## config.mk

```make
export PLATFORM = sky130hd
export DESIGN_NAME = vbs_capture
export DESIGN_NICKNAME = d
export VERILOG_FILES = /design/src/rtl/vbs_pkg.sv /design/src/rtl/vbs_sync_separator.sv /design/src/rtl/vbs_capture.sv
export SDC_FILE = /design/constraint.sdc
export NUM_CORES = 1
export LEC_CHECK = 0
export CORE_UTILIZATION = 55
export CTS_BUF_LIST = sky130_fd_sc_hd__clkbuf_8
export CTS_CLUSTER_SIZE = 28
export DETAILED_ROUTE_END_ITERATION = 12
export PLACE_DENSITY = 0.83
export SLEW_MARGIN = 20
export SYNTH_ARGS = -nofsm -noshare
export SYNTH_HDL_FRONTEND = slang
export SYNTH_HIERARCHICAL = 1
export SYNTH_SLANG_ARGS = --single-unit
```

## constraint.sdc

```tcl
create_clock -name clk -period 6.4 [get_ports clk]
set_input_delay 1.28 -clock clk [delete_from_list [all_inputs] [get_ports clk]]
set_output_delay 1.28 -clock clk [all_outputs]
set_load 0.005 [all_outputs]
```

## src/rtl/vbs_pkg.sv

```systemverilog
// vbs_pkg: shared types and default timing for the VBS capture path.
//   state_t      capture FSM states
//   *_DEF        default timing constants (clk / lines / pixels)
//   ADDR_W       video RAM byte address width
//   maj3         3-input majority helper for the optional glitch filter
package vbs_pkg;

    typedef enum logic [2:0] {
        IDLE,
        WAIT_VS,
        VBLANK,
        LINE_WAIT,
        ACTIVE,
        DONE
    } state_t;

    localparam int unsigned HSYNC_MAX_DEF  = 40;
    localparam int unsigned VSYNC_MIN_DEF  = 200;
    localparam int unsigned Y_START_DEF    = 35;
    localparam int unsigned X_START_DEF    = 94;
    localparam int unsigned X_PIXELS_DEF   = 320;
    localparam int unsigned Y_LINES_DEF    = 192;

    localparam int unsigned ADDR_W         = 13;
    localparam int unsigned BYTES_PER_LINE = X_PIXELS_DEF / 8;
    localparam int unsigned LOW_W          = 9;
    localparam int unsigned HCNT_W         = 10;
    localparam int unsigned PX_W           = 9;
    localparam int unsigned CNT_W          = 8;

    function automatic logic maj3(input logic a, input logic b, input logic c);
        return (a & b) | (a & c) | (b & c);
    endfunction

endpackage

```

## src/rtl/vbs_sync_separator.sv

```systemverilog
// vbs_sync_separator: synchronises sync/pixel, classifies sync pulses and
// tracks horizontal position relative to the line-sync falling edge.
// Build option: VBS_CAPTURE_GLITCH_FILTER_EN adds a 3-tap majority filter
// after each synchroniser (latency 4 clk instead of 2, equal on both inputs).
// Ports:
//   clk, rst_n   clock, asynchronous active-low reset
//   sync, pixel  raw asynchronous video inputs (sync active low)
//   pixel_s      synchronised (optionally filtered) pixel
//   hs_evt       1-clk pulse: line sync pulse ended (low <= HSYNC_MAX clk)
//   vs_evt       1-clk pulse: sync low for VSYNC_MIN clk
//   h_cnt        clk since falling edge of the last line sync (saturating)
module vbs_sync_separator
    import vbs_pkg::*;
#(
    parameter int unsigned HSYNC_MAX = HSYNC_MAX_DEF,
    parameter int unsigned VSYNC_MIN = VSYNC_MIN_DEF
) (
    input  logic              clk,
    input  logic              rst_n,
    input  logic              sync,
    input  logic              pixel,
    output logic              pixel_s,
    output logic              hs_evt,
    output logic              vs_evt,
    output logic [HCNT_W-1:0] h_cnt
);

    logic [1:0]       sync_ff;
    logic [1:0]       pix_ff;
    logic             sync_v;
    logic             sync_d;
    logic [LOW_W-1:0] low_cnt;
    logic             hs_c;
    logic             vs_c;

    // Two-flop synchronisers; sync idles high so it resets high.
    always_ff @(posedge clk or negedge rst_n) begin
        if (!rst_n) begin
            sync_ff <= 2'b11;
            pix_ff  <= 2'b00;
        end else begin
            sync_ff <= {sync_ff[0], sync};
            pix_ff  <= {pix_ff[0], pixel};
        end
    end

`ifdef VBS_CAPTURE_GLITCH_FILTER_EN
    logic [1:0] sync_dl;
    logic [1:0] pix_dl;
    logic       sync_f;
    logic       pix_f;

    // Majority over three consecutive samples drops single-clk glitches.
    always_ff @(posedge clk or negedge rst_n) begin
        if (!rst_n) begin
            sync_dl <= 2'b11;
            pix_dl  <= 2'b00;
            sync_f  <= 1'b1;
            pix_f   <= 1'b0;
        end else begin
            sync_dl <= {sync_dl[0], sync_ff[1]};
            pix_dl  <= {pix_dl[0], pix_ff[1]};
            sync_f  <= maj3(sync_ff[1], sync_dl[0], sync_dl[1]);
            pix_f   <= maj3(pix_ff[1], pix_dl[0], pix_dl[1]);
        end
    end

    assign sync_v  = sync_f;
    assign pixel_s = pix_f;
`else
    assign sync_v  = sync_ff[1];
    assign pixel_s = pix_ff[1];
`endif

    // Rising edge ends a pulse; low_cnt then holds its full length.
    assign hs_c = sync_v && !sync_d && (low_cnt <= LOW_W'(HSYNC_MAX));
    // Fires once, on the clk the low run reaches VSYNC_MIN.
    assign vs_c = !sync_v && (low_cnt == LOW_W'(VSYNC_MIN - 1));

    // Low-run counter, event registers and edge-relative horizontal counter.
    always_ff @(posedge clk or negedge rst_n) begin
        if (!rst_n) begin
            sync_d  <= 1'b1;
            low_cnt <= '0;
            hs_evt  <= 1'b0;
            vs_evt  <= 1'b0;
            h_cnt   <= '0;
        end else begin
            sync_d <= sync_v;
            if (!sync_v) begin
                if (low_cnt != '1) begin
                    low_cnt <= low_cnt + LOW_W'(1);
                end
            end else begin
                low_cnt <= '0;
            end
            hs_evt <= hs_c;
            vs_evt <= vs_c;
            // Re-reference to the falling edge: pulse length plus this clk.
            if (hs_c) begin
                h_cnt <= HCNT_W'(low_cnt) + HCNT_W'(1);
            end else if (h_cnt != '1) begin
                h_cnt <= h_cnt + HCNT_W'(1);
            end
        end
    end

endmodule

```

## src/rtl/vbs_capture.sv

```systemverilog
// vbs_capture: VBS link receiver / frame grabber. Writes X_PIXELS x Y_LINES
// mono frames, 8 px per byte MSB = leftmost, into a byte-addressed RAM port.
// Build option: VBS_CAPTURE_GLITCH_FILTER_EN (see vbs_sync_separator).
// Ports:
//   clk, reset_n  clock, asynchronous active-low reset
//   enable        arm capture (sampled in IDLE and at frame end)
//   sync, pixel   raw video inputs, sync active low, pixel 1 = white
//   wr_en         one-clk RAM write strobe
//   wr_addr       byte address
//   wr_data       packed pixels, bit 7 = leftmost
//   frame_done    one-clk pulse after the last byte of a frame
//   busy          state is not IDLE
//   err           sticky: field sync arrived mid-frame
module vbs_capture
    import vbs_pkg::*;
#(
    parameter int unsigned HSYNC_MAX = HSYNC_MAX_DEF,
    parameter int unsigned VSYNC_MIN = VSYNC_MIN_DEF,
    parameter int unsigned Y_START   = Y_START_DEF,
    parameter int unsigned X_START   = X_START_DEF,
    parameter int unsigned X_PIXELS  = X_PIXELS_DEF,
    parameter int unsigned Y_LINES   = Y_LINES_DEF
) (
    input  logic              clk,
    input  logic              reset_n,
    input  logic              enable,
    input  logic              sync,
    input  logic              pixel,
    output logic              wr_en,
    output logic [ADDR_W-1:0] wr_addr,
    output logic [7:0]        wr_data,
    output logic              frame_done,
    output logic              busy,
    output logic              err
);

    state_t            state;
    state_t            state_nx;
    logic              pixel_s;
    logic              hs_evt;
    logic              vs_evt;
    logic [HCNT_W-1:0] h_cnt;
    logic              armed;
    logic [CNT_W-1:0]  line_cnt;
    logic [CNT_W-1:0]  y_cnt;
    logic [PX_W-1:0]   px_cnt;
    logic [7:0]        shreg;
    logic [ADDR_W-1:0] addr;
    logic              last_px;
    logic              last_line;
    logic              line_go;
    logic              sample_c;
    logic              write_c;
    logic              new_field_c;
    logic              abort_c;
    logic              vb_line_c;
    logic              line_end_c;

    vbs_sync_separator #(
        .HSYNC_MAX (HSYNC_MAX),
        .VSYNC_MIN (VSYNC_MIN)
    ) u_sep (
        .clk     (clk),
        .rst_n   (reset_n),
        .sync    (sync),
        .pixel   (pixel),
        .pixel_s (pixel_s),
        .hs_evt  (hs_evt),
        .vs_evt  (vs_evt),
        .h_cnt   (h_cnt)
    );

    assign last_px   = (px_cnt == PX_W'(X_PIXELS - 1));
    assign last_line = (y_cnt == CNT_W'(Y_LINES - 1));
    // armed ensures the line start is counted from an hs seen after ACTIVE.
    assign line_go   = armed && (h_cnt == HCNT_W'(X_START - 1));

    // State register.
    always_ff @(posedge clk or negedge reset_n) begin
        if (!reset_n) begin
            state <= IDLE;
        end else begin
            state <= state_nx;
        end
    end

    // Next-state logic.
    always_comb begin
        state_nx = state;
        case (state)
            IDLE:      if (enable) state_nx = WAIT_VS;
            WAIT_VS:   if (vs_evt) state_nx = VBLANK;
            VBLANK: begin
                if (vs_evt) begin
                    state_nx = VBLANK;
                end else if (hs_evt && (line_cnt == CNT_W'(Y_START - 1))) begin
                    state_nx = LINE_WAIT;
                end
            end
            LINE_WAIT: begin
                if (vs_evt) begin
                    state_nx = VBLANK;
                end else if (line_go) begin
                    state_nx = ACTIVE;
                end
            end
            ACTIVE: begin
                if (vs_evt) begin
                    state_nx = VBLANK;
                end else if (last_px) begin
                    state_nx = last_line ? DONE : LINE_WAIT;
                end
            end
            DONE:      state_nx = enable ? WAIT_VS : IDLE;
            default:   state_nx = IDLE;
        endcase
    end

    // Control strobes; a field sync pre-empts any pixel work on that clk.
    always_comb begin
        sample_c    = 1'b0;
        write_c     = 1'b0;
        new_field_c = 1'b0;
        abort_c     = 1'b0;
        vb_line_c   = 1'b0;
        line_end_c  = 1'b0;
        if (vs_evt) begin
            new_field_c = (state != IDLE) && (state != DONE);
            abort_c     = (state == LINE_WAIT) || (state == ACTIVE);
        end else begin
            sample_c   = (state == ACTIVE);
            write_c    = sample_c && (px_cnt[2:0] == 3'b111);
            line_end_c = sample_c && last_px;
            vb_line_c  = (state == VBLANK) && hs_evt;
        end
    end

    // Counters, pixel packer and registered outputs.
    always_ff @(posedge clk or negedge reset_n) begin
        if (!reset_n) begin
            armed      <= 1'b0;
            line_cnt   <= '0;
            y_cnt      <= '0;
            px_cnt     <= '0;
            shreg      <= '0;
            addr       <= '0;
            wr_en      <= 1'b0;
            wr_addr    <= '0;
            wr_data    <= '0;
            frame_done <= 1'b0;
            busy       <= 1'b0;
            err        <= 1'b0;
        end else begin
            if (state == ACTIVE) begin
                armed <= 1'b0;
            end else if (hs_evt) begin
                armed <= 1'b1;
            end

            if (new_field_c) begin
                line_cnt <= '0;
                y_cnt    <= '0;
                addr     <= '0;
            end else begin
                if (vb_line_c) begin
                    line_cnt <= line_cnt + CNT_W'(1);
                end
                if (line_end_c && !last_line) begin
                    y_cnt <= y_cnt + CNT_W'(1);
                end
                if (write_c) begin
                    addr <= addr + ADDR_W'(1);
                end
            end

            if (sample_c) begin
                shreg  <= {shreg[6:0], pixel_s};
                px_cnt <= last_px ? '0 : px_cnt + PX_W'(1);
            end else if (state != ACTIVE) begin
                px_cnt <= '0;
            end

            wr_en <= write_c;
            if (write_c) begin
                wr_data <= {shreg[6:0], pixel_s};
                wr_addr <= addr;
            end

            frame_done <= (state == DONE);
            busy       <= (state_nx != IDLE);

            if (abort_c) begin
                err <= 1'b1;
            end else if ((state == IDLE) && !enable) begin
                err <= 1'b0;
            end
        end
    end

endmodule

```

==> metrics.md, run 1 <==
| Metric | Value |
|---|---|
| Critical path class | register to register |
| Cell Int Power | 0.827 mW |
| # H-tree levels | 3 |
| Cell area after synthesis | 0.00480 mm^2 |
| Placer Congestion | 0.827 |
| Min-Delay Startpoint | u_sep/pix_ff[0] |
| Maxcap violations | 0 |
| Syn Inst Count | 461 |
| Seq/Total Area, Yosys | 52.2% |
| Share of the clock period used by the worst path after layout | 45.1% |
| Reg area | roughly 0.0025 mm^2 |
| Yosys reg bits | 100 |
| N_diodes | 0 |
| Fin crit period | 2.88 ns |
| Fmax | ~350 MHz |
| CP Capture Type | register |
| Ys async rst share | 100% |
| Dpl hpwl | 6000 um |
| RSZ-0062 raised after global routing | no |
| Syn nets | ~480 |
| Initial DRC count | 121 |
| Drt pass-1 iters | 5 |
| Site row count | 33 |
| WHS Path Cells | 0 |
| Power Total | 1.12 mW |
| Residual DRC | 0 |
| Final core utilization | 63.5% |
| Largest area contributor in the netlist | dfrtp_1 |
| Final setup fails | 0 |
| GRT Total Usage | 21.9% |
| Overall routed net length | 8740 um |
| Hold buffers post-CTS | 0 |
| Sw frac | around a quarter |
| Layout area overhead | 10.4% |
| Leakage | around 2.3 nW |
| Layout cell share with drive strength beyond 1 | 10.1% |
| Clock buffer depth | 2 |
| Drt wl/cell | 14.8 um |
| Worst EP required | 6.66 ns |
| Synth cell count leaders | 97 x dfrtp_1, 54 x nand2_1, 41 x nor2_1 |
| R2R depth | 3 |
| Post-synth top flop | dfrtp_1 |
| R2r startpoint | u_sep/vs_evt |
| CTS sink cnt | 100 |
| Switch Pwr | 0.295 mW |
| Worst Skew | between 0.015 and 0.02 ns |
| Synth cell types | 57 |
| Headroom to the max-slew limit | 34.6% |
| Die area | 0.00910 mm^2 |
| Initial Util | 57.5% |
| Most frequent cell after synthesis | dfrtp_1 |
| Pin count of the biggest net entering global routing | 59 |
| Die height | 95.4 um |
| Clock power frac | a little over a third |
| Number of synthesized flops with an enable pin | 0 |
| Routed Antenna Nets | 0 |
| Hold crit path type | register to register |
| Clk_lat worst skew | 0.38 ns |
| Crit Path Max Fanout | 26 |
| Final Hold Viols | 0 |
| # fillers | 698 |
| Area of the multi-input gates | 0.00213 mm^2 |
| Fin. max-slew vios | 0 |
| Antenna violations before repair | 0 |
| Slew @ Worst Pin | 0.978 ns |
| DR vias | 3,426 |
| Die width | between 90 and 100 um |
| Yosys top cell area share | just over 50% |
| CTS tree | done |
| Max VDD drop | between 0.1 and 0.15 mV |
| Register clock-pin slew on the reported worst setup and hold paths | 0.10 ns |
| Worst setup SP type | register |
| CTS Root Cell | clkbuf_8 |
| Critical path arrival | 3.14 ns |
| IO Count | 30 |
| Synth area leaders | dfrtp_1 51%, mux2_2 4.5%, nand2_1 4.2% |
| Global-route wire length before repair | 15,300 um |
| Post-CTS Resized | 0 |
| Sequential power share | 59.8% |
| Number of buffers inserted by port buffering | 29 |
| Worst Hold Path EP | u_sep/pix_ff[1] |
| Vias in the first global route | 3,369 |
| PwrDens | 212 mW/mm^2 |
| CORE AREA | 0.00834 mm^2 |
| Syn Area/Cell | ~10 um^2 |
| Final setup TNS | 0 ns |
| TritonCTS buffer count | 9 |
| Final #Nets | approximately 500 |
| Grt ovf | 0 |
| R2R setup slack | 3.52 ns |
| Status | complete, no violations |
| Reg2reg end | wr_addr[11] |
| Combinational power share | ~5.5% |
| Buffer count from post-CTS setup fixing | 0 |
| Via-to-Cell Ratio | 5.80 |
| Synthesis warning total | 6 |
==> worst max path at each step <==
stage | from | cells past startpoint | endpoint | slack, ns
floorplan | state[0] | 7 | y_cnt[6] | 4.01
global placement | u_sep/vs_evt | 3 | wr_addr[12] | 3.66
detailed placement | u_sep/vs_evt | 3 | wr_data[5] | 3.51
CTS | u_sep/vs_evt | 3 | wr_addr[11] | 3.50
global route | u_sep/vs_evt | 3 | wr_addr[10] | 3.26
finish | u_sep/vs_evt | 3 | wr_addr[11] | 3.52
==> cells by family after synthesis <==
family / synth area share [%]
xor gates and xnor gates: 5.29
and+or+nand+nor: 20.6
muxes: 6.78
buffers and inverters: 3.39
DFF: 52.2
AOI/OAI and AO/OA: 9.05
adders and majority gates: 2.61
==> metal layers <==
layer | up-vias | track usage [%] | wire [um]
met5 | - | 0 | 0
met4 | 0 | 8.33 | 135
met3 | 11 | 4.63 | 249
met2 | 49 | 36.3 | 4400
met1 | 1704 | 28.4 | 3950
li1 | 1662 | - | -
==> power groups by stage <==
| stage | clock network [mW] | logic (mW) | registers, mW |
|---|---|---|---|
| 2_1_floorplan | 0 | 0.0431 | 0.675 |
| 3_3_place_gp | 0 | 0.0596 | 0.681 |
| 3_5_place_dp | 0 | 0.0622 | 0.682 |
| 4_1_cts | 0.397 | 0.0625 | 0.669 |
| 5_1_grt | 0.426 | 0.0705 | 0.674 |
| 6_report | 0.390 | 0.0613 | 0.670 |
==> registers in the layout (all words and copies together), names as in the netlist, 8 cells and up <==
register,count
addr,13
wr_addr,13
u_sep/h_cnt,10
px_cnt,9
u_sep/low_cnt,9
line_cnt,8
wr_data,8
y_cnt,8
==> cells in the final DEF, fill, tap and decap left out, types with 3 or more instances in the layout <==
master	Yosys	layout
clkdlybuf4s50_1	0	28
o31ai_1	4	4
nor3b_1	3	3
xnor2_1	16	16
or3_1	7	7
ha_1	10	10
o21bai_1	3	3
clkbuf_8	0	9
mux2_2	19	19
nor4_1	7	7
nand3_1	22	22
nand2_1	54	54
o311ai_0	3	3
o21ai_0	16	16
nand4_1	8	8
inv_1	12	12
or4_1	4	4
nand4b_1	4	4
inv_6	0	3
a22oi_1	3	3
dfstp_2	3	3
nor3_1	13	13
xor2_1	13	13
dfrtp_1	97	97
mux2i_1	10	10
nor2_1	41	41
a21o_1	5	5
a21oi_1	16	16
nor2b_1	7	7
a31oi_1	4	4
==> area by class of cell <==
cell class	count	share of cell area, %
sequential	100	47.3
clock inverter	7	1.28
tap	105	2.48
multi-input combinational	328	40.2
inverter	12	0.850
clock buffer	9	2.34
timing repair buffer	30	5.57
==> critical path, cell delays in order, from the launching register on <==
cell,delay (ns)
dfrtp_1,0.61
nor4b_2,0.82
nand2_1,0.82
mux2_2,0.52
==> stage by stage <==
stage          hold slack [ns]  area, um^2  instances  worst slack [ns]
5_1_grt                  0.366        5300        591              3.26
6_report                 0.357        5300        591              3.52
3_3_place_gp             0.335        5110        575              3.66
4_1_cts                  0.361        5300        591              3.50
3_5_place_dp             0.336        5110        575              3.51
2_1_floorplan            0.331        4800        461              4.01
Power figures use the tool's default switching activity.
==> run 2, diff against run 1 <==
--- a/config.mk
+++ b/config.mk
@@ -9,7 +9,7 @@
 export CTS_BUF_LIST = sky130_fd_sc_hd__clkbuf_8
 export CTS_CLUSTER_SIZE = 28
 export DETAILED_ROUTE_END_ITERATION = 12
-export PLACE_DENSITY = 0.83
+export PLACE_DENSITY = 0.86
 export SLEW_MARGIN = 20
 export SYNTH_ARGS = -nofsm -noshare
 export SYNTH_HDL_FRONTEND = slang
==> constraint.sdc (replaced) <==
create_clock -name clk -period 2.4 [get_ports clk]
set_input_delay 0.48 -clock clk [delete_from_list [all_inputs] [get_ports clk]]
set_output_delay 0.48 -clock clk [all_outputs]
set_load 0.005 [all_outputs]
==> run 2 against run 1 <==
  * Register-to-register slack got worse by 3.5 ns
  * Worst setup slack lost 3.5 ns
  * Combinational power rose to 3.3 times the previous value
  * Cell area is 3.9% higher
  * First-iteration DRC count up 41%
  * Critical path depth up 6
  * Flip-flop and latch count unchanged
  * Critical path type unchanged
  * Sequential power increased to 2.7 times the previous value
  * Fmax up 23%
  * Clock power grew to 2.6 times the previous value
  * Highest routed layer unchanged
  * Largest power group unchanged
  * Sequential share of layout area down 1.8 points
==> metrics.md, run 2 (synthesized netlist as in run 1, its figures left out) <==
| Metric | Value |
|---|---|
| CORE AREA | 0.00834 mm^2 (unchanged) |
| Leakage | 2.41 nW (+4.4%) |
| Setup slack after layout | 0.0485 ns (-3.47 ns) |
| Slowest cell delay on critical path | 0.42 ns (-0.40 ns) |
| Vias in the first global route | 3,499 (+3.9%) |
| Layout cell share with drive strength beyond 1 | 15.0% (+4.9 points) |
| Grt ovf | 0 (unchanged) |
| Worst setup SP type | register |
| Pin count of the biggest net entering global routing | 50 (-15%) |
| Dpl hpwl | 6390 um (+6.5%) |
| Worst Hold Margin | 0.122 ns (-0.235 ns) |
| Drt pass-1 iters | 4 (-1) |
| Layout area overhead | 14.8% |
| Die width | 95.4 um (unchanged) |
| CP Capture Type | register |
| Initial Util | 57.5% (unchanged) |
| Fin crit period | 2.35 ns (-0.532 ns) |
| Die height | 95.4 um (unchanged) |
| Global-route wire length before repair | 15,600 um (+1.9%) |
| N_diodes | 0 (unchanged) |
| DR vias | 3,570 (+4.2%) |
| Site row count | 33 (unchanged) |
| Max VDD drop | 0.403 mV (+180%) |
| Slowest-stage cell, CP | dfrtp_1 |
| Fin. max-slew vios | 0 (unchanged) |
| IO Count | 30 (unchanged) |
| Pre-CTS WS | 0.0599 ns (-3.45 ns) |
| TritonCTS buffer count | 9 (unchanged) |
| Final setup fails | 0 (unchanged) |
| Die area | 0.00910 mm^2 (unchanged) |
| Final #Nets | 517 (+4.2%) |
| Hold crit path type | input port to async pin |
| Number of buffers inserted by port buffering | 29 (unchanged) |
| Clk_lat worst skew | 0.37 ns (about the same) |
| # H-tree levels | 3 (unchanged) |
| Residual DRC | 0 (unchanged) |
| CTS sink cnt | 100 (unchanged) |
| Slew @ Worst Pin | 0.729 ns (-0.249 ns) |
| Commonest cells after routing, fill and taps aside | 97 x dfrtp_1, 54 x nand2_1, 40 x nor2_1, 28 x clkdlybuf4s50_1, 22 x nand3_1 |
| Fmax | 425 MHz (+23%) |
| Final setup TNS | 0 ns (unchanged) |
| CTS Root Cell | clkbuf_8 |
| Placer Congestion | 0.839 (+1.4%) |
| Critical path class | register to register |
| Maxcap violations | 0 (unchanged) |
| Hold buffers post-CTS | 0 (unchanged) |
| Headroom to the max-slew limit | 51.0% (+16 points) |
| Crit Path Max Fanout | 4 (-85%) |
| CTS tree | done |
| Share of the clock period used by the worst path after layout | 98.0% (+53 points) |
| Biggest regs | addr: 13 flops, wr_addr: 13 flops, u_sep/h_cnt: 10 flops |
| PwrDens | 545 mW/mm^2 (+160%) |
| Worst Skew | 0.0119 ns (-0.00466 ns) |
| Antenna violations before repair | 0 (unchanged) |
| Drt wl/cell | 15.1 um (+1.8%) |
| Worst EP required | 2.69 ns (-3.97 ns) |
| Clock buffer depth | 2 (unchanged) |
| Critical path arrival | 2.64 ns (-0.50 ns) |
| Register clock-pin slew on the reported worst setup and hold paths | 0.10 ns (about the same) |
| GRT Total Usage | 22.0% (+0.071 points) |
| Via-to-Cell Ratio | 5.83 (+0.63%) |
| Initial DRC count | 171 (+41%) |
| Crit path cell chain | or3_4, nor3_4, o21a_2, mux2_4, ha_2, inv_2, nor2_4, and3b_1, a211oi_2 |
| Final Hold Viols | 0 (unchanged) |
| Overall routed net length | 9220 um (+5.5%) |
| Routed Antenna Nets | 0 (unchanged) |
| Status | complete, no violations |
| Commonest non-fill, non-tap cell in the layout | dfrtp_1 |
run 2: where the power goes:
group          switching, mW  internal (mW)  total [mW]  leakage [nW]
Sequential            0.0546           1.73        1.78          1.35
Combinational          0.110         0.0933       0.203         0.978
Clock                  0.600          0.412        1.01        0.0851
Total                  0.764           2.23        3.00          2.41
run 2: area by class of cell:
cell class | count | area [um^2]
inverter | 12 | 45.0
sequential | 100 | 2510
clock inverter | 6 | 48.8
timing repair buffer | 51 | 482
fill | 605 | 2840
multi-input combinational | 328 | 2150
tap | 105 | 131
clock buffer | 10 | 138
run 2: stage by stage:
step / cell area, um^2 / utilization (%) / power (mW) / instances
after global placement: 5270 / 63.2 / 1.99 / 594
after CTS: 5460 / 65.5 / 2.99 / 610
after floorplan: 4800 / - / 1.91 / 461
after global routing: 5510 / 66.0 / 3.12 / 612
final: 5510 / 66.0 / 3.00 / 612
after detailed placement: 5270 / 63.2 / 2.00 / 594
run 2: final timing paths:
kind | start | to | slack (ns) | cells after the start
hold reg to reg | u_sep/pix_ff[0] | u_sep/pix_ff[1] | 0.36 | 0
hold / removal | reset_n | wr_en | 0.12 | 1
max in group asynchronous | reset_n | u_sep/h_cnt[4] | 1.69 | 2
min in group clk | u_sep/pix_ff[0] | u_sep/pix_ff[1] | 0.36 | 0
setup reg to reg | u_sep/low_cnt[7] | u_sep/h_cnt[8] | 0.05 | 9
setup / recovery | u_sep/low_cnt[7] | u_sep/h_cnt[8] | 0.05 | 9
run 2: worst max-delay path: cells and delay by family (launching register included):
kind	cells	cell delay (ns)
AOI/OAI and AO/OA	2	0.43
and+or+nand+nor	4	0.83
buffers and inverters	1	0.09
muxes	1	0.32
adders and majority gates	1	0.21
DFF	1	0.42
run 2: layer usage:
layer | GRT usage (%) | vias up | part of all wire, %
met5 | 0 | - | 0
met4 | 10.4 | 0 | 2.5
met3 | 3.67 | 25 | 3.5
met2 | 36.7 | 96 | 50
met1 | 28.0 | 1742 | 44
li1 | - | 1707 | -
run 2: timing repair:
item / 4_1_cts / 5_1_grt
buffers inserted: 0 / 2
endpoints found under the hold margin: 0 / 0
setup endpoints to repair: 0 / 2
resized for setup: 0 / 9
